File: config.mk
export PLATFORM = sky130hd
export DESIGN_NAME = digit_scan_sequencer
export DESIGN_NICKNAME = d
export VERILOG_FILES = /design/src/rtl/digit_scan_sequencer.sv
export SDC_FILE = /design/constraint.sdc
export NUM_CORES = 1
export LEC_CHECK = 0
export CAP_MARGIN = 20
export CORE_MARGIN = 3
export CORE_UTILIZATION = 35
export DETAILED_ROUTE_END_ITERATION = 10
export SYNTH_ARGS = -nofsm -noshare
export SYNTH_HDL_FRONTEND = slang
export SYNTH_SLANG_ARGS = --single-unit
File: constraint.sdc
create_clock -name clk -period 2.9 [get_ports clk]
set_input_delay 0.29 -clock clk [delete_from_list [all_inputs] [get_ports clk]]
set_output_delay 0.29 -clock clk [all_outputs]
set_load 0.02 [all_outputs]
File: src/rtl/digit_scan_sequencer.sv
// Frame-level controller for the 3x3 digit feature scanner: steps the scan window one slot
// per frame, decodes captured codes against a loadable table, debounces, and publishes digits.
module digit_scan_sequencer #(
  parameter int NUM_SLOTS  = 4,
  parameter int BASE_LEFT  = 70,
  parameter int BASE_UP    = 80,
  parameter int SLOT_PITCH = 80,
  parameter int WIN_W      = 70,
  parameter int WIN_H      = 110,
  parameter int STABLE_N   = 3
) (
  input  logic                   clk,
  input  logic                   rst_n,
  input  logic                   i_vs,
  input  logic                   feat_valid,
  input  logic [8:0]             feat_code,
  input  logic                   cfg_we,
  input  logic [3:0]             cfg_idx,
  input  logic [8:0]             cfg_code,
  output logic [11:0]            win_left,
  output logic [11:0]            win_right,
  output logic [11:0]            win_up,
  output logic [11:0]            win_down,
  output logic [2:0]             cur_slot,
  output logic                   out_valid,
  input  logic                   out_ready,
  output logic [4*NUM_SLOTS-1:0] out_digits,
  output logic                   overrun
);

  typedef enum logic [2:0] {S_SYNC, S_ARM, S_SCAN, S_EVAL, S_NEXT} state_t;

  localparam logic [2:0] LAST_SLOT  = 3'(NUM_SLOTS - 1);
  localparam logic [2:0] STABLE_CNT = 3'(STABLE_N);

  function automatic logic [11:0] left_of(input logic [2:0] slot);
    return 12'(BASE_LEFT + int'(slot) * SLOT_PITCH);
  endfunction

  state_t      state;
  logic        vs_d;
  logic        got;
  logic [8:0]  cap;
  logic [8:0]  tab [10];
  logic [9:0]  tv;
  logic [3:0]  cand   [NUM_SLOTS];
  logic [2:0]  cnt    [NUM_SLOTS];
  logic [3:0]  stable [NUM_SLOTS];

  logic        vs_rise, vs_fall;
  logic [3:0]  dec_digit;
  logic [3:0]  sel_cand;
  logic [2:0]  sel_cnt;
  logic [2:0]  new_cnt;
  logic [2:0]  nxt_slot;

  assign vs_rise  = i_vs & ~vs_d;
  assign vs_fall  = ~i_vs & vs_d;
  assign nxt_slot = (cur_slot == LAST_SLOT) ? 3'd0 : cur_slot + 3'd1;

  // Descending scan so the lowest matching entry is the one that sticks.
  always_comb begin
    dec_digit = 4'hF;
    if (got) begin
      for (int i = 9; i >= 0; i--) begin
        if (tv[i] && tab[i] == cap) dec_digit = 4'(i);
      end
    end
  end

  always_comb begin
    sel_cand = 4'hF;
    sel_cnt  = 3'd0;
    new_cnt  = 3'd1;
    for (int k = 0; k < NUM_SLOTS; k++) begin
      if (cur_slot == 3'(k)) begin
        sel_cand = cand[k];
        sel_cnt  = cnt[k];
      end
    end
    if (dec_digit == sel_cand)
      new_cnt = (sel_cnt >= STABLE_CNT) ? STABLE_CNT : sel_cnt + 3'd1;
  end

  // NOTE: tab has no reset; tv gates every entry, so only the valid bits need clearing.
  always_ff @(posedge clk or negedge rst_n) begin
    if (!rst_n) begin
      tv <= '0;
    end else if (cfg_we && cfg_idx <= 4'd9) begin
      tab[cfg_idx] <= cfg_code;
      tv[cfg_idx]  <= 1'b1;
    end
  end

  always_ff @(posedge clk or negedge rst_n) begin
    if (!rst_n) begin
      state      <= S_SYNC;
      vs_d       <= 1'b0;
      got        <= 1'b0;
      cap        <= '0;
      cur_slot   <= 3'd0;
      win_left   <= left_of(3'd0);
      win_right  <= left_of(3'd0) + 12'(WIN_W);
      win_up     <= 12'(BASE_UP);
      win_down   <= 12'(BASE_UP + WIN_H);
      out_valid  <= 1'b0;
      out_digits <= '1;
      overrun    <= 1'b0;
      for (int k = 0; k < NUM_SLOTS; k++) begin
        cand[k]   <= 4'hF;
        cnt[k]    <= 3'd0;
        stable[k] <= 4'hF;
      end
    end else begin
      // NOTE: non-blocking updates let the sweep load below override this clear in the same cycle.
      vs_d    <= i_vs;
      overrun <= 1'b0;
      if (out_valid && out_ready) out_valid <= 1'b0;

      case (state)
        S_SYNC: if (vs_fall) state <= S_ARM;
        S_ARM: begin
          if (vs_rise) begin
            state <= S_SCAN;
            got   <= 1'b0;
            cap   <= '0;
          end
        end
        S_SCAN: begin
          if (feat_valid && !got) begin
            got <= 1'b1;
            cap <= feat_code;
          end
          if (vs_fall) state <= S_EVAL;
        end
        S_EVAL: begin
          for (int k = 0; k < NUM_SLOTS; k++) begin
            if (cur_slot == 3'(k)) begin
              cand[k] <= dec_digit;
              cnt[k]  <= new_cnt;
              if (new_cnt == STABLE_CNT) stable[k] <= dec_digit;
            end
          end
          state <= S_NEXT;
        end
        S_NEXT: begin
          cur_slot  <= nxt_slot;
          win_left  <= left_of(nxt_slot);
          win_right <= left_of(nxt_slot) + 12'(WIN_W);
          win_up    <= 12'(BASE_UP);
          win_down  <= 12'(BASE_UP + WIN_H);
          if (cur_slot == LAST_SLOT) begin
            for (int k = 0; k < NUM_SLOTS; k++) out_digits[4*k +: 4] <= stable[k];
            out_valid <= 1'b1;
            overrun   <= out_valid & ~out_ready;
          end
          state <= S_ARM;
        end
        default: state <= S_SYNC;
      endcase
    end
  end

endmodule
==> results.md, run 1 <==
* Status: finished clean
* Final hold slack at 225 ps
* Tot GR Track Use at 0.151
* Critical path depth in cells at 11
* Number of global-route vias before repair at roughly 5600
* Starting Density at 0.358
* Final Cycle Share at 0.987
* Max_cap viols at 0
* Crit path max fanout at 6
* Vias per Instance at 4.82
* Htree depth at 4
* Largest net degree at the start of global routing at 61
* I/O Buffers at 63
* Clock Tree Root: clkbuf_16
* Post-layout util at 0.447
* CTS clk-pin slew, worst paths at 70 ps
* Pwr/cell area at 885 nW/µm²
* Detailed router's first-iteration violation count at around 340
* Diode count at 0
* Final Setup Violations at 0
* Layout cells sized above 1 at 0.291
* Clock Path Buffers at 2
* Worst rel slew slack at 0.479
* Via count at ~5500
* R2R depth at 11
* Yosys cell types at 57
* Fillcell total at about 2200
* Maximum vdd drop at roughly 0.44 mV
* Setup TNS at 0 ps
* Yosys reg bits at 190
* Share of the synthesized area in the top cell type at 0.309
* EDFF count, synth at 90
* Cells after synthesis at between 600 and 700
* ANT nets after route at 0
* Placer congestion estimate at 0.774
* Die X at between 150 and 200 µm
* Drc violations at 0
* Initial antenna violation count at 0
* Ys flop type: edfxtp_1
* Total CTS buffers at 17
* First-pass GRT wire length at 30.6 mm
* Max Fclk at about 0.35 GHz
* Pre-antenna DRT Iters at 6
* Critical Path, Cell by Cell: buf_12 > xnor2_2 > nand4_1 > nor3_2 > or4_4 > nor4b_4 > o211ai_1 > a21oi_4 > buf_12 > nand3_4 > mux2_4
* Commonest non-fill, non-tap cells in the layout: 90 x edfxtp_1, 62 x clkdlybuf4s50_1, 60 x nand2_1
* Min Tclk post-route at ~2900 ps
* RSZ-0062 raised after global routing: yes
* Worst setup SP type: flop
* Final slew viol count at 0
* Warnings, synthesis at 0
* CTS tree: yes
* Hold Vio Cnt, Final at 0
* Synth Area per Inst at between 10 and 15 µm²
* Die Ht at 164 µm
* Area delta synth->final at 24.9%
* Skew final at around 18 ps
* Clk sinks at 190
* Total gr overflow at 0
* FFs w/ async S/R, synth at 0.526
* Setup crit end kind: flop
* Combined area of the multi-input logic cells at 3380 µm²
* Worst slew pin tran at around 780 ps
* Placed Instances at around 1100
* CP Class: flop to flop
* WL/cell at ~17 µm
* Commonest non-fill, non-tap cell in the layout: edfxtp_1
* Leak at approximately 4.1 nW
* Family with the most delay on the worst path: simple AND/OR/NAND/NOR gates
* Sequential Area at about 5300 µm²
* Worst path most repeated cell: buf_12
* Synth area leaders: edfxtp_1 31%, dfstp_2 15%, dfrtp_1 14%
* Slowest CP cell: or4_4
* WP data required at ~3300 ps
* Std-Cell Rows at 57
* # IOs at 97
* Largest stage delay on the critical path at 570 ps
* Crit path buffers/inverters at 2
* Tightest Hold Check Type: input port to async pin
* Final nets at 849
* Total core area at ~24000 µm²
* Synth Cell Area at around 8800 µm²
* Sequential share of the synthesized area at 0.602
* Die Area at 26900 µm²
* Arr. time, crit path at about 3200 ps
* Synth area leader: edfxtp_1
* Final WL at slightly below 20 mm
* Dpl hpwl at 13.5 mm
* Worst skew pair latency at between 400 and 500 ps
* Final std cells w/o fill at ~1100
-- timing repair --
action                                 4_1_cts  5_1_grt
buffers inserted                             1        4
setup endpoints to repair                   25       29
hold buffers                                 1        0
endpoints found under the hold margin        1        0
pin swaps                                    1       18
gates resized for setup                      9       55
-- power by group --
part | internal, mW | total, mW | switching (mW)
logic | 1.83 | 3.79 | 1.96
registers | 3.32 | 3.64 | 0.321
clock network | 1.22 | 2.25 | 1.03
-- flip-flops by register name, indices dropped and copies added, names as in the netlist --
signal,cells
cand,16
cap,9
got,1
out_valid,1
cnt,12
stable,16
vs_d,1
tv,10
tab,90
win_right,6
cur_slot,3
out_digits,16
win_left,5
state,3
overrun,1
-- stage by stage --
stage	instance area (µm²)	power (mW)	setup WS, ps
floorplan	8910	5.90	0.188
global placement	10000	7.03	-45.4
detailed placement	10000	7.07	-64.1
CTS	10700	9.47	13.7
global route	10900	10.3	-108
finish	10900	9.67	39.1
-- routing by layer --
metal,share of wire,vias to the layer above,global-route usage
met5,0,-,0
met3,0.048,24,0.0308
li1,-,2612,-
met1,0.45,2757,0.201
met4,0.015,0,0.0465
met2,0.49,146,0.248
-- synthesized netlist by cell type, types with 2 or more instances --
master	count
edfxtp_1	90
nand2_1	61
xnor2_1	60
dfrtp_1	50
dfstp_2	50
buf_4	38
nor2_1	33
xor2_1	33
mux2_2	27
o21ai_0	23
nand4_1	19
clkbuf_1	15
inv_1	13
a21oi_1	12
mux2_1	12
nand3_1	11
o21bai_1	11
o31ai_1	11
ha_1	10
nor2b_1	10
a22o_1	9
nor3_1	9
buf_6	8
nand2b_1	8
nor4_1	8
nand3_2	5
or3_1	5
o211ai_1	4
a211oi_1	3
a2bb2oi_1	3
and2_1	3
nor3b_1	3
o21a_1	3
o22ai_1	3
or2_2	3
a21boi_0	2
a221oi_1	2
buf_2	2
conb_1	2
-- area by class of cell --
class | instances | share of cell area
multi-input cells | 456 | 0.309
clock buffers | 21 | 0.0412
repair buffers | 132 | 0.115
well taps | 324 | 0.0371
flip-flops and latches | 190 | 0.483
inverters | 14 | 0.00481
clock inverters | 11 | 0.0106
-- cell families after synthesis --
logic type	after synthesis	share of synthesized area
buf+inv	77	0.0565
fa+ha+maj	10	0.0143
compound gates	95	0.0750
xor+xnor	93	0.0930
flops	190	0.602
simple gates	185	0.107
other cells	2	0.000858
mux	40	0.0513
-- final timing paths --
| path | startpoint | endpoint | slack (ps) |
|---|---|---|---|
| max | cap[0] | stable[7] | 40 |
| min | rst_n | tv[6] | 230 |
| max reg2reg | cap[0] | stable[7] | 40 |
| min reg2reg | cand[1] | cand[1] | 460 |
| max in group asynchronous | rst_n | cur_slot[1] | 1710 |
| min in group clk | i_vs | vs_d | 350 |
(Power assumes the default switching activity.)
==> run 2: changes to the inputs <==
Settings changed: TNS_END_PERCENT set to 50.
==> run 2 against run 1 <==
Wire length up 0.33%. Worst setup slack worse by 4.0 ps. Largest power group unchanged. Largest cell class unchanged. Critical endpoint unchanged. Global-route usage did not move. Register-to-register slack is essentially flat.
==> results.md, run 2 (synthesis results as in run 1) <==
* Skew final at 20.1 ps (was 18.3 ps)
* CP Class: flop to flop (unchanged)
* FF-to-FF Start: cap[0] (unchanged)
* Layout cells sized above 1 at 0.290 (was 0.291)
* Setup crit end kind: flop (unchanged)
* Crit path buffers/inverters at 2 (unchanged)
* Die Area at 26900 µm² (unchanged)
* Final nets at 849 (unchanged)
* Commonest non-fill, non-tap cells in the layout: 90 x edfxtp_1, 62 x clkdlybuf4s50_1, 60 x nand2_1 (unchanged)
* Area delta synth->final at 24.8% (was 24.9%)
* Starting Density at 0.358 (unchanged)
* Htree depth at 4 (unchanged)
* GR Util met2 at 0.248 (unchanged)
* Worst rel slew slack at 0.466 (was 0.479)
* Tot GR Track Use at 0.151 (unchanged)
* Largest stage delay on the critical path at 570 ps (about the same)
* Family with the most delay on the worst path: simple AND/OR/NAND/NOR gates (unchanged)
* Crit path max fanout at 6 (unchanged)
* Setup TNS at 0 ps (unchanged)
* Max_cap viols at 0 (unchanged)
* Total gr overflow at 0 (unchanged)
* Detailed router's first-iteration violation count at 350 (was 342)
* Final Cycle Share at 0.988 (was 0.987)
* Placer congestion estimate at 0.774 (unchanged)
* Drc violations at 0 (unchanged)
* R2R depth at 11 (unchanged)
* First-pass GRT wire length at 30.6 mm (unchanged)
* Die X at 164 µm (unchanged)
* Global routing usage on met3 at 0.0308 (unchanged)
* WP data required at 3260 ps (about the same)
* Critical Path, Cell by Cell: buf_12 > xnor2_2 > nand4_1 > nor3_2 > or4_4 > nor4b_4 > o211ai_1 > a21oi_4 > buf_12 > nand3_4 > mux2_4 (unchanged)
* Worst slew pin tran at 797 ps (was 779 ps)
* Worst setup SP type: flop (unchanged)
* Final std cells w/o fill at 1148 (unchanged)
* Clock Tree Root: clkbuf_16 (unchanged)
* RR Endpoint: stable[7] (unchanged)
* Tightest Hold Check Type: input port to async pin (unchanged)
* Maximum vdd drop at 0.440 mV (about the same)
* Final slew viol count at 0 (unchanged)
* Max reg flops at 90 (unchanged)
* Total core area at 24500 µm² (unchanged)
* Busiest grt layer: met2 (unchanged)
* Pwr/cell area at 886 nW/µm² (was 885 nW/µm²)
* Leak at 4.14 nW (about the same)
* Grt met1 use at 0.201 (unchanged)
* Diode count at 0 (unchanged)
* Vias per Instance at 4.82 (about the same)
* Total CTS buffers at 17 (unchanged)
* Placed Instances at 1111 (unchanged)
* I/O Buffers at 63 (unchanged)
* Number of global-route vias before repair at 5571 (unchanged)
* Std-Cell Rows at 57 (unchanged)
* Pre-antenna DRT Iters at 5 (was 6)
* CTS tree: yes (unchanged)
* Status: finished clean (unchanged)
* Top reg by flops: tab (unchanged)
* Largest net degree at the start of global routing at 61 (unchanged)
* # IOs at 97 (unchanged)
* Post-route cell area at 10900 µm² (about the same)
* Min Tclk post-route at 2860 ps (about the same)
* CTS clk-pin slew, worst paths at 70 ps (about the same)
* WL/cell at 17.1 µm (was 17.0 µm)
* Final WL at 19.6 mm (about the same)
* Clock Path Buffers at 2 (unchanged)
* Final Setup Violations at 0 (unchanged)
* Via count at 5529 (was 5539)
* Initial antenna violation count at 0 (unchanged)
* Max Fclk at 0.349 GHz (was 0.350 GHz)
* Arr. time, crit path at 3230 ps (was 3220 ps)
* Clk sinks at 190 (unchanged)
* RSZ-0062 raised after global routing: yes (unchanged)
* Worst path most repeated cell: buf_12 (unchanged)
* Hold Vio Cnt, Final at 0 (unchanged)
* Slowest CP cell: or4_4 (unchanged)
* ANT nets after route at 0 (unchanged)
* Die Ht at 164 µm (unchanged)
* Post-DP Area at 10000 µm² (unchanged)
* Worst skew pair latency at 440 ps (about the same)
* Commonest non-fill, non-tap cell in the layout: edfxtp_1 (unchanged)
* Setup slack, reg-to-reg at 40 ps (about the same)
* Dpl hpwl at 13.5 mm (unchanged)
==> run 2: cell count changes in the layout (fill, tap and decap cells not counted) <==
cell,change
mux2_1,+1
mux2_4,-1
==> run 2: worst max path at each step <==
stage	from	end	slack (ps)	depth (start not counted)
after floorplan	cur_slot[0]	stable[13]	0.2	15
after global placement	cap[5]	stable[6]	-50	10
after detailed placement	cap[5]	stable[15]	-60	10
after CTS	cur_slot[0]	stable[7]	10	13
after global routing	cap[0]	stable[4]	-110	11
final	cap[0]	stable[7]	40	11
==> run 2: report_power, final <==
group,switching [mW],internal [mW],leakage [nW]
Clock,1.03,1.22,0.263
Combinational,1.96,1.83,1.93
Sequential,0.321,3.32,1.95
Total,3.31,6.36,4.14
==> run 2: area by class of cell <==
cell class / instances / area [µm²]
repair buffers: 132 / 1250
clock buffers: 21 / 450
flip-flops and latches: 190 / 5280
fillers: 2247 / 13500
multi-input cells: 456 / 3370
inverters: 14 / 52.6
well taps: 324 / 405
clock inverters: 11 / 116
==> run 2: per-layer routing <==
metal	vias up	routed length (µm)
met5	-	0
met4	0	326
met3	25	797
met2	134	9610
met1	2763	8890
li1	2607	-
==> run 2: what timing repair did <==
action	4_1_cts	5_1_grt
pin swaps	1	18
setup buffers	1	4
setup endpoints to repair	25	29
resized for setup	9	54
hold buffers	1	0
endpoints found under the hold margin	1	0
==> run 2: through the flow <==
step	setup WS (ps)	total power, mW	util	hold WS, ps
2_1_floorplan	0.188	5.90	-	-5.59
3_3_place_gp	-45.4	7.03	0.410	123
3_5_place_dp	-64.1	7.07	0.410	123
4_1_cts	13.7	9.47	0.436	219
5_1_grt	-109	10.3	0.447	223
6_report	35.1	9.68	0.447	230
